### src/rtl/reg_block_reader_if.sv
// Bundles the command, register-file and output-stream signals of reg_block_reader.
// master = the reader itself; slave = the surrounding environment.
interface reg_block_reader_if;
   logic        start;
   logic [7:0]  start_addr;
   logic [7:0]  count;
   logic        abort;
   logic        busy;
   logic        done;
   logic [7:0]  reg_addr;
   logic [31:0] reg_rdata;
   logic [31:0] out_data;
   logic        out_valid;
   logic        out_ready;
   logic        out_last;

   modport master (
      input  start, start_addr, count, abort, reg_rdata, out_ready,
      output busy, done, reg_addr, out_data, out_valid, out_last
   );

   modport slave (
      output start, start_addr, count, abort, reg_rdata, out_ready,
      input  busy, done, reg_addr, out_data, out_valid, out_last
   );
endinterface

### src/rtl/reg_block_reader.sv
// Walks a register address range, captures each read result after RD_LAT clocks
// and streams the words through a credit-limited FIFO with a last marker.
module reg_block_reader #(
   parameter int unsigned RD_LAT     = 1,
   parameter int unsigned FIFO_DEPTH = 4
) (
   input logic                sysclk,
   input logic                reset,
   reg_block_reader_if.master bus
);

   // Stage 0 is the address just issued; the word lands in the FIFO when it leaves the last stage.
   localparam int unsigned PIPE_N = RD_LAT + 1;
   localparam int unsigned PTR_W  = (FIFO_DEPTH > 1) ? $clog2(FIFO_DEPTH) : 1;
   localparam int unsigned CNT_W  = $clog2(FIFO_DEPTH + PIPE_N + 1);

   if (RD_LAT < 1) begin : g_bad_lat
      $error("reg_block_reader: RD_LAT must be at least 1");
   end
   if (FIFO_DEPTH < RD_LAT + 1) begin : g_bad_depth
      $error("reg_block_reader: FIFO_DEPTH must be >= RD_LAT+1");
   end

   typedef enum logic [1:0] {IDLE, ISSUE, DRAIN} state_e;

   state_e             state_q, state_d;
   logic [7:0]         addr_q, addr_d;
   logic [7:0]         rem_q, rem_d;
   logic               done_q, done_d;
   logic [PIPE_N-1:0]  pipe_v_q, pipe_l_q;
   logic [CNT_W-1:0]   occ_q;
   logic [PTR_W-1:0]   wr_q, rd_q;
   logic [31:0]        mem_data_q [FIFO_DEPTH];
   logic               mem_last_q [FIFO_DEPTH];

   logic               issue, issue_last;
   logic               push, pop, head_last, credit_ok, flush;
   logic [CNT_W-1:0]   inflight;

   function automatic logic [PTR_W-1:0] ptr_inc(input logic [PTR_W-1:0] p);
      return (p == PTR_W'(FIFO_DEPTH - 1)) ? '0 : p + PTR_W'(1);
   endfunction

   always_comb begin
      inflight = '0;
      for (int unsigned i = 0; i < PIPE_N; i++) begin
         inflight = inflight + CNT_W'(pipe_v_q[i]);
      end
      push      = pipe_v_q[PIPE_N-1];
      pop       = (occ_q != '0) && bus.out_ready;
      head_last = mem_last_q[rd_q];
      credit_ok = (occ_q + inflight) < CNT_W'(FIFO_DEPTH);
      flush     = bus.abort;
   end

   always_ff @(posedge sysclk or negedge reset) begin
      if (!reset) begin
         state_q  <= IDLE;
         addr_q   <= '0;
         rem_q    <= '0;
         done_q   <= 1'b0;
         pipe_v_q <= '0;
         pipe_l_q <= '0;
         occ_q    <= '0;
         wr_q     <= '0;
         rd_q     <= '0;
      end else begin
         state_q <= state_d;
         addr_q  <= addr_d;
         rem_q   <= rem_d;
         done_q  <= done_d;
         if (flush) begin
            pipe_v_q <= '0;
            pipe_l_q <= '0;
            occ_q    <= '0;
            wr_q     <= '0;
            rd_q     <= '0;
         end else begin
            pipe_v_q <= {pipe_v_q[PIPE_N-2:0], issue};
            pipe_l_q <= {pipe_l_q[PIPE_N-2:0], issue_last};
            if (push) wr_q <= ptr_inc(wr_q);
            if (pop)  rd_q <= ptr_inc(rd_q);
            occ_q <= occ_q + CNT_W'(push) - CNT_W'(pop);
         end
      end
   end

   always_ff @(posedge sysclk) begin
      if (push) begin
         mem_data_q[wr_q] <= bus.reg_rdata;
         mem_last_q[wr_q] <= pipe_l_q[PIPE_N-1];
      end
   end

   // The first address goes out on the start edge itself, so it is on reg_addr one cycle later.
   always_comb begin
      state_d    = state_q;
      addr_d     = addr_q;
      rem_d      = rem_q;
      done_d     = 1'b0;
      issue      = 1'b0;
      issue_last = 1'b0;
      unique case (state_q)
         IDLE: begin
            if (bus.start) begin
               if (bus.count == 8'd0) begin
                  done_d = 1'b1;
               end else begin
                  issue      = 1'b1;
                  addr_d     = bus.start_addr;
                  rem_d      = bus.count - 8'd1;
                  issue_last = (bus.count == 8'd1);
                  state_d    = (bus.count == 8'd1) ? DRAIN : ISSUE;
               end
            end
         end
         ISSUE: begin
            if (credit_ok) begin
               issue      = 1'b1;
               addr_d     = addr_q + 8'd1;
               rem_d      = rem_q - 8'd1;
               issue_last = (rem_q == 8'd1);
               if (rem_q == 8'd1) state_d = DRAIN;
            end
         end
         DRAIN: begin
            if (pop && head_last && (inflight == '0)) begin
               done_d  = 1'b1;
               state_d = IDLE;
            end
         end
         default: state_d = IDLE;
      endcase
      if (bus.abort) begin
         state_d    = IDLE;
         addr_d     = addr_q;
         rem_d      = rem_q;
         done_d     = 1'b0;
         issue      = 1'b0;
         issue_last = 1'b0;
      end
   end

   always_comb begin
      bus.busy      = (state_q != IDLE);
      bus.done      = done_q;
      bus.reg_addr  = addr_q;
      bus.out_valid = (occ_q != '0);
      bus.out_last  = (occ_q != '0) && head_last;
      bus.out_data  = (occ_q != '0) ? mem_data_q[rd_q] : '0;
   end

endmodule

### src/flat_wrapper.sv
// flat-port wrapper written by rule: the top's interface ports become plain ports
module reg_block_reader_flat 
#(
   parameter int unsigned RD_LAT     = 1,
   parameter int unsigned FIFO_DEPTH = 4
)
  (sysclk, reset, bus_start, bus_start_addr, bus_count, bus_abort, bus_reg_rdata, bus_out_ready, bus_busy, bus_done, bus_reg_addr, bus_out_data, bus_out_valid, bus_out_last);
  reg_block_reader_if bus_i ();
  input logic sysclk;
  input logic reset;
  input wire logic [$bits(bus_i.start)-1:0] bus_start;
  input wire logic [$bits(bus_i.start_addr)-1:0] bus_start_addr;
  input wire logic [$bits(bus_i.count)-1:0] bus_count;
  input wire logic [$bits(bus_i.abort)-1:0] bus_abort;
  input wire logic [$bits(bus_i.reg_rdata)-1:0] bus_reg_rdata;
  input wire logic [$bits(bus_i.out_ready)-1:0] bus_out_ready;
  output wire logic [$bits(bus_i.busy)-1:0] bus_busy;
  output wire logic [$bits(bus_i.done)-1:0] bus_done;
  output wire logic [$bits(bus_i.reg_addr)-1:0] bus_reg_addr;
  output wire logic [$bits(bus_i.out_data)-1:0] bus_out_data;
  output wire logic [$bits(bus_i.out_valid)-1:0] bus_out_valid;
  output wire logic [$bits(bus_i.out_last)-1:0] bus_out_last;
  assign bus_i.start = bus_start;
  assign bus_i.start_addr = bus_start_addr;
  assign bus_i.count = bus_count;
  assign bus_i.abort = bus_abort;
  assign bus_i.reg_rdata = bus_reg_rdata;
  assign bus_i.out_ready = bus_out_ready;
  assign bus_busy = bus_i.busy;
  assign bus_done = bus_i.done;
  assign bus_reg_addr = bus_i.reg_addr;
  assign bus_out_data = bus_i.out_data;
  assign bus_out_valid = bus_i.out_valid;
  assign bus_out_last = bus_i.out_last;
  reg_block_reader #(.RD_LAT(RD_LAT), .FIFO_DEPTH(FIFO_DEPTH)) u_core (.sysclk(sysclk), .reset(reset), .bus(bus_i));
endmodule
### config.mk
export PLATFORM = sky130hd
export DESIGN_NAME = reg_block_reader_flat
export DESIGN_NICKNAME = d
export VERILOG_FILES = /design/src/rtl/reg_block_reader_if.sv /design/src/rtl/reg_block_reader.sv /design/src/flat_wrapper.sv
export SDC_FILE = /design/constraint.sdc
export NUM_CORES = 1
export LEC_CHECK = 0
export BUFFER_PORTS_ARGS = -buffer_cell sky130_fd_sc_hd__buf_2
export CORE_MARGIN = 8
export CORE_UTILIZATION = 57
export CTS_CLUSTER_DIAMETER = 120
export DETAILED_ROUTE_END_ITERATION = 16
export GPL_TIMING_DRIVEN = 1
export PLACE_DENSITY_LB_ADDON = 0.08
export SYNTH_ARGS = -nofsm -noshare
export SYNTH_HDL_FRONTEND = slang
export SYNTH_SLANG_ARGS = --single-unit
### constraint.sdc
create_clock -name sysclk -period 3.45 [get_ports sysclk]
set_input_delay 0.69 -clock sysclk [delete_from_list [all_inputs] [get_ports sysclk]]
set_output_delay 0.69 -clock sysclk [all_outputs]
set_load 0.05 [all_outputs]
==> results of run 1 <==
through the flow:
| step | power [mW] | utilization |
|---|---|---|
| 2_1_floorplan | 4.024 | - |
| 3_3_place_gp | 4.507 | 0.6317 |
| 3_5_place_dp | 4.530 | 0.6317 |
| 4_1_cts | 6.253 | 0.6772 |
| 5_1_grt | 6.467 | 0.6772 |
| 6_report | 6.194 | 0.6772 |
cells in the mapped netlist (5+ instances only):
master                     instances
sky130_fd_sc_hd__a21oi_1          10
sky130_fd_sc_hd__and2_1           38
sky130_fd_sc_hd__and3_1            5
sky130_fd_sc_hd__clkbuf_1         10
sky130_fd_sc_hd__dfrtp_1          30
sky130_fd_sc_hd__edfxtp_1        132
sky130_fd_sc_hd__ha_1             16
sky130_fd_sc_hd__inv_1            14
sky130_fd_sc_hd__mux4_2           33
sky130_fd_sc_hd__nand2_1          19
sky130_fd_sc_hd__nand3_1           5
sky130_fd_sc_hd__nor2_1           23
sky130_fd_sc_hd__nor3_1           10
sky130_fd_sc_hd__o21ai_0          12
critical path: stages (launching register included):
cell	delay, ns
sky130_fd_sc_hd__dfrtp_2	0.41
sky130_fd_sc_hd__buf_4	0.36
sky130_fd_sc_hd__mux4_2	0.54
sky130_fd_sc_hd__and2_1	0.20
sky130_fd_sc_hd__buf_2	0.22
cell families after synthesis:
family          share of synthesized area
compound gates                    0.05623
fa+ha+maj                         0.03151
xor+xnor                          0.01003
flops                              0.6747
mux                                0.1123
buf+inv                           0.02328
simple gates                      0.09203
area by class of cell:
cell class | instances | area, sq um | share of cell area
multi-input cells | 234 | 2116 | 0.2601
flip-flops and latches | 162 | 4717 | 0.5799
well taps | 147 | 183.9 | 0.02261
repair buffers | 101 | 518.0 | 0.06368
clock inverters | 13 | 113.9 | 0.01400
clock buffers | 19 | 432.9 | 0.05322
inverters | 14 | 52.55 | 0.006461
worst paths after layout:
check	from	slack, ns	cells past startpoint	endpoint
min in group sysclk	bus_reg_rdata[26]	0.48	1	u_core.mem_data_q[0][26]
setup reg to reg	u_core.occ_q[1]	1.01	11	u_core.occ_q[2]
hold reg to reg	u_core.pipe_l_q[1]	0.49	0	u_core.mem_last_q[0]
max in group asynchronous	reset	2.61	1	u_core.rd_q[0]
setup / recovery	u_core.rd_q[0]	0.60	4	bus_out_data[13]
hold / removal	reset	0.31	1	u_core.bus.reg_addr[1]
registers in the layout, indices dropped and copies added (netlist names):
| name | count |
|---|---|
| u_core.mem_data_q | 128 |
| u_core.bus.reg_addr | 8 |
| u_core.rem_q | 8 |
| u_core.mem_last_q | 4 |
| u_core.occ_q | 3 |
| u_core.pipe_l_q | 2 |
| u_core.pipe_v_q | 2 |
| u_core.rd_q | 2 |
| u_core.state_q | 2 |
| u_core.wr_q | 2 |
| u_core.bus.done | 1 |
power breakdown:
part / switching (mW) / leakage, nW / internal, mW
clock network: 0.743 / 0.267 / 0.990
registers: 0.124 / 1.57 / 2.25
logic: 1.45 / 1.21 / 0.636
total: 2.31 / 3.05 / 3.88
metal layers:
metal / global-route usage / share of wire / wire, um / vias to the layer above
met5: 0 / 0 / 0 / -
met4: 0.06088 / 0.012 / 160 / 0
met3: 0.04985 / 0.050 / 676 / 11
met2: 0.2959 / 0.51 / 6836 / 97
met1: 0.2136 / 0.43 / 5758 / 2009
li1: - / - / - / 1853
cells in the final DEF (no fill, tap or decap), drive strengths merged, types with 10 or more instances in the layout:
cell type	Yosys	routed
edfxtp	132	132
o21ai	12	12
buf	5	101
nor2	24	24
nor3	10	10
mux4	33	33
ha	16	16
clkbuf	13	19
and2	38	38
dfrtp	30	30
nand2	19	19
inv	14	15
a21oi	11	11
==> impl_summary.md, run 1 <==
Timing
The worst slew margin relative to its limit is 0.3841. Dividing the final minimum period by the clock period gives 0.8274. The worst path meets setup with 0.5954 ns of slack. The total setup violations reported at the end of the flow is 0. Setup repair after global routing left no endpoint under its margin. The post-route clock skew is 0.01741 ns. The slew at the pin with the worst max-slew slack is 0.9239 ns. The count of pins over their slew limit is 0. Setup total negative slack on the finished layout was measured at 0 ns.

Based on the critical path, the design can be clocked at up to 0.3503 GHz. The final critical-path required period is 2.855 ns. The worst-case hold slack is 0.3145 ns.

The final hold violation count is 0.

Placed design
After detailed placement, the design holds a cell count of 658. The final HPWL from detailed placement is 8.632 mm. The placed instances occupy a cell area of 7587 sq um.

At the end of routability-driven placement, the weighted congestion stood at 0.8645. The count of port buffers added during placement is 96. OpenSTA, run right after detailed placement, puts the worst setup slack at 0.8634 ns.

Finish
The final non-filler cell area is 8134 sq um. Of the cells placed in the final design, the portion with a size suffix greater than 1 is 0.3297. The final antenna diode count is 0.

The fill cell instance count of the final layout is 837. The final cell count without fillers is 690. At the end of the flow, the number of nets in the layout was 600.

The layout overhead on the synthesized area is 16.40%.

Setup path
The type of origin of the critical path is a register. The element type at the critical path end is an output port. The data required time at the worst endpoint is 2.76 ns. The peak fanout along the critical path is 18. The worst path arrival time is 2.16 ns. By startpoint and endpoint, the worst setup path is classified as register to output port.

Synthesis
Yosys mapped the design onto 54 distinct sky130hd cell types. The share of the Yosys chip area taken by registers is 0.6747. The number of warnings issued by yosys is 0. By area the synthesized netlist is led by sky130_fd_sc_hd__edfxtp_1, sky130_fd_sc_hd__dfrtp_1, sky130_fd_sc_hd__mux4_2. The async set or reset register ratio after synthesis is 0.1852. The leading area contributor after synthesis is sky130_fd_sc_hd__edfxtp_1.

The most used flip-flop cell after synthesis is sky130_fd_sc_hd__edfxtp_1. After synthesis the cells add up to 6988 sq um. The number of nets produced by synthesis is 498. The fraction of synthesized cell area taken by the top area cell type is 0.5672.

The count of state elements after synthesis is 162. Counting flops with a built-in enable in the synthesized netlist gives 132. The post-synthesis average cell area is 16.33 sq um. The count of mapped cells out of synthesis is 428.

Routing
After detailed routing, the average wire length per cell comes to 19.47 um. The wire length after detailed routing is 13.43 mm. The first TritonRoute pass finished after 5 iterations.

The count of unresolved DRC violations after routing is 0. The count of vias placed by the detailed router is 3970. For this block, the initial DRC count from the detailed router was 255. The detail route stage leaves a number of antenna-violating nets equal to 0. Using the TritonRoute via totals, the vias-per-cell ratio works out to 5.754.

Clock network
No sink is reached through more buffers than the 2 on the longest clock path. The number of H-tree levels is 4. After clock tree synthesis, the repair step resized 0 gates.

TritonCTS built the clock tree. The clock root buffer master is sky130_fd_sc_hd__clkbuf_16. The clock-pin slew reported for the worst setup and hold paths after clock tree synthesis is 0.06 ns. The number of buffers inserted during clock tree synthesis is 17.

Hold repair after CTS inserted 0 buffers. The buffers inserted during post-CTS setup optimization is 0. The clock drives 162 sinks. The clock latency on the worst-skew pair is 0.43 ns.

Power
In this run the power density over the cells is 761.5 nW/um^2. The highest ir drop seen on vdd is 515.6 uV. Summed over all cells, the static leakage comes to 3.049 nW.

Floorplan
The total area inside the core boundary comes to 12010 sq um. The vertical die dimension is 126.7 um. In this run the core area contains 40 standard-cell rows. The initial utilization of the core area, before any placement, comes to 0.5818. The die covers 16060 sq um.

The die is 126.7 um wide. The number of I/O pins is 97.

Flow run
The tool flagged a number of max-cap violations equal to 0.

Status
The run finished with clean final reports.

Global routing
Entering global routing, the biggest net connects 35 pins. After global routing the overflow that remains totals 0. The first global-routing pass estimated 21.85 mm of wire. The via count of the first global-routing pass was 4252. For this run, the total global-route usage over all layers was measured as 0.1757. The number of antenna violations at the first check in global routing is 0.

Hold path
In this run the worst hold path is classified as primary input to asynchronous set/reset pin.
(Power assumes the default switching activity.)
==> run 2: changes to the inputs <==
==> constraint.sdc (replaced) <==
create_clock -name sysclk -period 3 [get_ports sysclk]
set_input_delay 0.6 -clock sysclk [delete_from_list [all_inputs] [get_ports sysclk]]
set_output_delay 0.6 -clock sysclk [all_outputs]
set_load 0.05 [all_outputs]
==> run 2 against run 1 <==
  * Non-clock buffer count rose by 6
  * Wire length rose by 2.4%
  * Combinational power increased by 15%
  * Clock power up 35%
  * Via count grew 0.48%
  * Critical endpoint is now bus_out_data[17]
==> impl_summary.md, run 2 (synthesis gave the netlist of run 1 again) <==
Clock network
The number of buffers inserted by hold repair at cts is 0 (unchanged). The number of H-tree levels is 4 (unchanged). The clock latency on the worst-skew pair is 0.42 ns (was 0.43 ns). The buffers inserted during post-CTS setup optimization is 0 (unchanged). The clock root buffer master is sky130_fd_sc_hd__clkbuf_16 (unchanged). The number of buffers inserted during clock tree synthesis was 17 (unchanged).

The clock tree from TritonCTS is built (unchanged). The TritonCTS sink count is 162 (unchanged). The clock-pin slew reported for the worst setup and hold paths after clock tree synthesis was 0.06 ns (about the same). The deepest clock path buffer count came to 2 (unchanged). The post-cts gate resize count is 0 (unchanged).

Timing
The post-route clock skew is 0.009168 ns (was 0.01741 ns). The final hold violation count came to 0 (unchanged). In the finished design, the share of the clock period the worst path needs comes to 0.9514. The least setup slack across all paths after layout is 0.1458 ns (was 0.5954 ns). For the finished layout, the period the worst path requires is 2.854 ns. The count of pins over their slew limit is 0 (unchanged). Unrepaired setup endpoints after global routing: no (unchanged). The final-layout setup total negative slack is 0 ns (unchanged).

The worst slew margin relative to its limit is 0.5204 (was 0.3841). The total setup violations reported at the end of the flow is 0 (unchanged). The worst-case hold slack is 0.2274 ns (was 0.3145 ns). The slew at the pin with the worst max-slew slack came to 0.7194 ns (was 0.9239 ns).

The highest attainable clock frequency is 0.3504 GHz.

Placed design
The number of placed cells counting well taps is 664 (was 658). The instance area after placement came to 7657 sq um (was 7587 sq um). The final HPWL from detailed placement is 8.735 mm (was 8.632 mm).

The weighted congestion at the end of routability-driven global placement is 0.8540 (was 0.8645). The pre-CTS setup slack is 0.4826 ns (was 0.8634 ns). The count of port buffers added during placement was 96 (unchanged).

Finish
The final non-filler cell area came to 8303 sq um (was 8134 sq um). The number of flip-flops in the largest register is 128 (unchanged). The end-of-flow core utilization was 0.6913 (was 0.6772). The fill cell instance count of the final layout is 824 (was 837). The largest register by flop count was u_core.mem_data_q (unchanged). The most frequent standard cell in the layout excluding fill and tap cells is sky130_fd_sc_hd__edfxtp_1 (unchanged). The sequential cell area is 4717 sq um (unchanged). The final antenna diode count was 0 (unchanged). The final cell count without fillers is 696 (was 690). Most frequent cells in the layout: sky130_fd_sc_hd__edfxtp_1, sky130_fd_sc_hd__buf_2, sky130_fd_sc_hd__and2_1 (unchanged). The layout overhead on the synthesized area came to 18.82% (was 16.40%). The count of nets after finishing is 606 (was 600). The area occupied by multi-input gates is 2116 sq um (unchanged). The proportion of layout cells with a drive suffix above 1 is 0.3352 (was 0.3297).

Routing
The wire length after detailed routing came to 13.75 mm (was 13.43 mm). The number of nets still failing antenna checks after routing came to 0 (unchanged). The first-iteration detailed-routing DRC count is 269 (was 255). The final routed wire length divided by cell count is 19.76 um (was 19.47 um). The iteration count of the initial detailed-routing pass is 4 (was 5). The count of vias placed by the detailed router is 3989 (was 3970).

The via density per instance is 5.731 (was 5.754). The count of unresolved DRC violations after routing is 0 (unchanged).

Setup path
The peak fanout along the critical path came to 15 (was 18). The worst path arrival time is 2.25 ns (was 2.16 ns). The worst reg2reg path endpoint is u_core.occ_q[2] (unchanged).

The worst reg-to-reg setup slack is 0.50 ns (was 1.01 ns). The type of origin of the critical path is a register (unchanged). The delay of the slowest cell on the worst path came to 0.68 ns (was 0.54 ns).

The startpoint of the lowest-slack register-to-register path is u_core.occ_q[1] (unchanged). Cell-by-cell listing of the critical path: buf_12 > mux4_2 > and2_1 > buf_2 (was buf_4 > mux4_2 > and2_1 > buf_2). The cell count of the worst reg-to-reg path is 11 (unchanged).

The data required time at the worst endpoint is 2.40 ns (was 2.76 ns). The critical-path cell with the highest stage delay is sky130_fd_sc_hd__dfrtp_2 (was sky130_fd_sc_hd__mux4_2). The element type at the critical path end is an output port (unchanged).

The classification of the worst setup path was register to output port (unchanged).

Global routing
The largest net degree at the start of global routing was 35 (unchanged). The via count of the first global-routing pass was 4275 (was 4252). The first-pass GRT wire length is 22.11 mm (was 21.85 mm). The number of antenna violations at the first check in global routing was 0 (unchanged). The residual overflow from global routing came to 0 (unchanged).

The total routing resource utilization after global routing is 0.1791 (was 0.1757).

Flow run
The number of max-capacitance violations reported is 0 (unchanged).

Floorplan
The initial core utilization is 0.5818 (unchanged). The number of core rows is 40 (unchanged). The number of I/O pins is 97 (unchanged). The vertical die dimension was 126.7 um (unchanged). The width of the die is 126.7 um (unchanged). The area enclosed by the die boundary came to 16060 sq um (unchanged). The core area came to 12010 sq um (unchanged).

Power
The post-layout total power came to 7.493 mW (was 6.194 mW). The total power divided by cell area is 902.4 nW/um^2 (was 761.5 nW/um^2). The leakage component of the power was 3.136 nW (was 3.049 nW). The highest ir drop seen on vdd is 561.3 uV (was 515.6 uV).

Status
Result of the run: finished, final reports clean (unchanged).

Hold path
The class of the tightest hold or removal check is primary input to asynchronous set/reset pin (unchanged).
run 2: worst max-delay path, delay by kind of cell (launching register included):
family,cells,cell delay [ns]
and+or+nand+nor,1,0.18
buffers and inverters,2,0.44
muxes,1,0.52
DFF,1,0.68
run 2: worst max-delay path by stage:
stage | start | cells after the start | end | slack (ns)
after floorplan | u_core.occ_q[1] | 4 | bus_out_data[22] | 0.59
after global placement | bus_count[2] | 6 | u_core.bus.reg_addr[6] | 0.57
after detailed placement | bus_count[2] | 6 | u_core.bus.reg_addr[6] | 0.48
after CTS | u_core.rd_q[0] | 4 | bus_out_data[17] | 0.09
after global routing | u_core.rd_q[0] | 4 | bus_out_data[17] | 0.03
final | u_core.rd_q[0] | 4 | bus_out_data[17] | 0.15
run 2: layer usage:
metal	wire length (um)	GRT usage	vias up
li1	-	-	1871
met1	5797	0.2223	1994
met2	7095	0.2984	114
met3	693	0.05237	10
met4	167	0.05528	0
met5	0	0	-
run 2: area by class of cell:
cell class,count,share of cell area
inverter,14,0.006329
multi-input combinational,234,0.2548
timing repair buffer,107,0.07083
clock buffer,22,0.05591
tap,147,0.02215
sequential,162,0.5681
clock inverter,10,0.02185
run 2: where the power goes:
group	switching, mW	leakage (nW)	internal [mW]
registers	0.186	1.57	2.59
logic	1.62	1.25	0.762
clock network	0.810	0.314	1.52
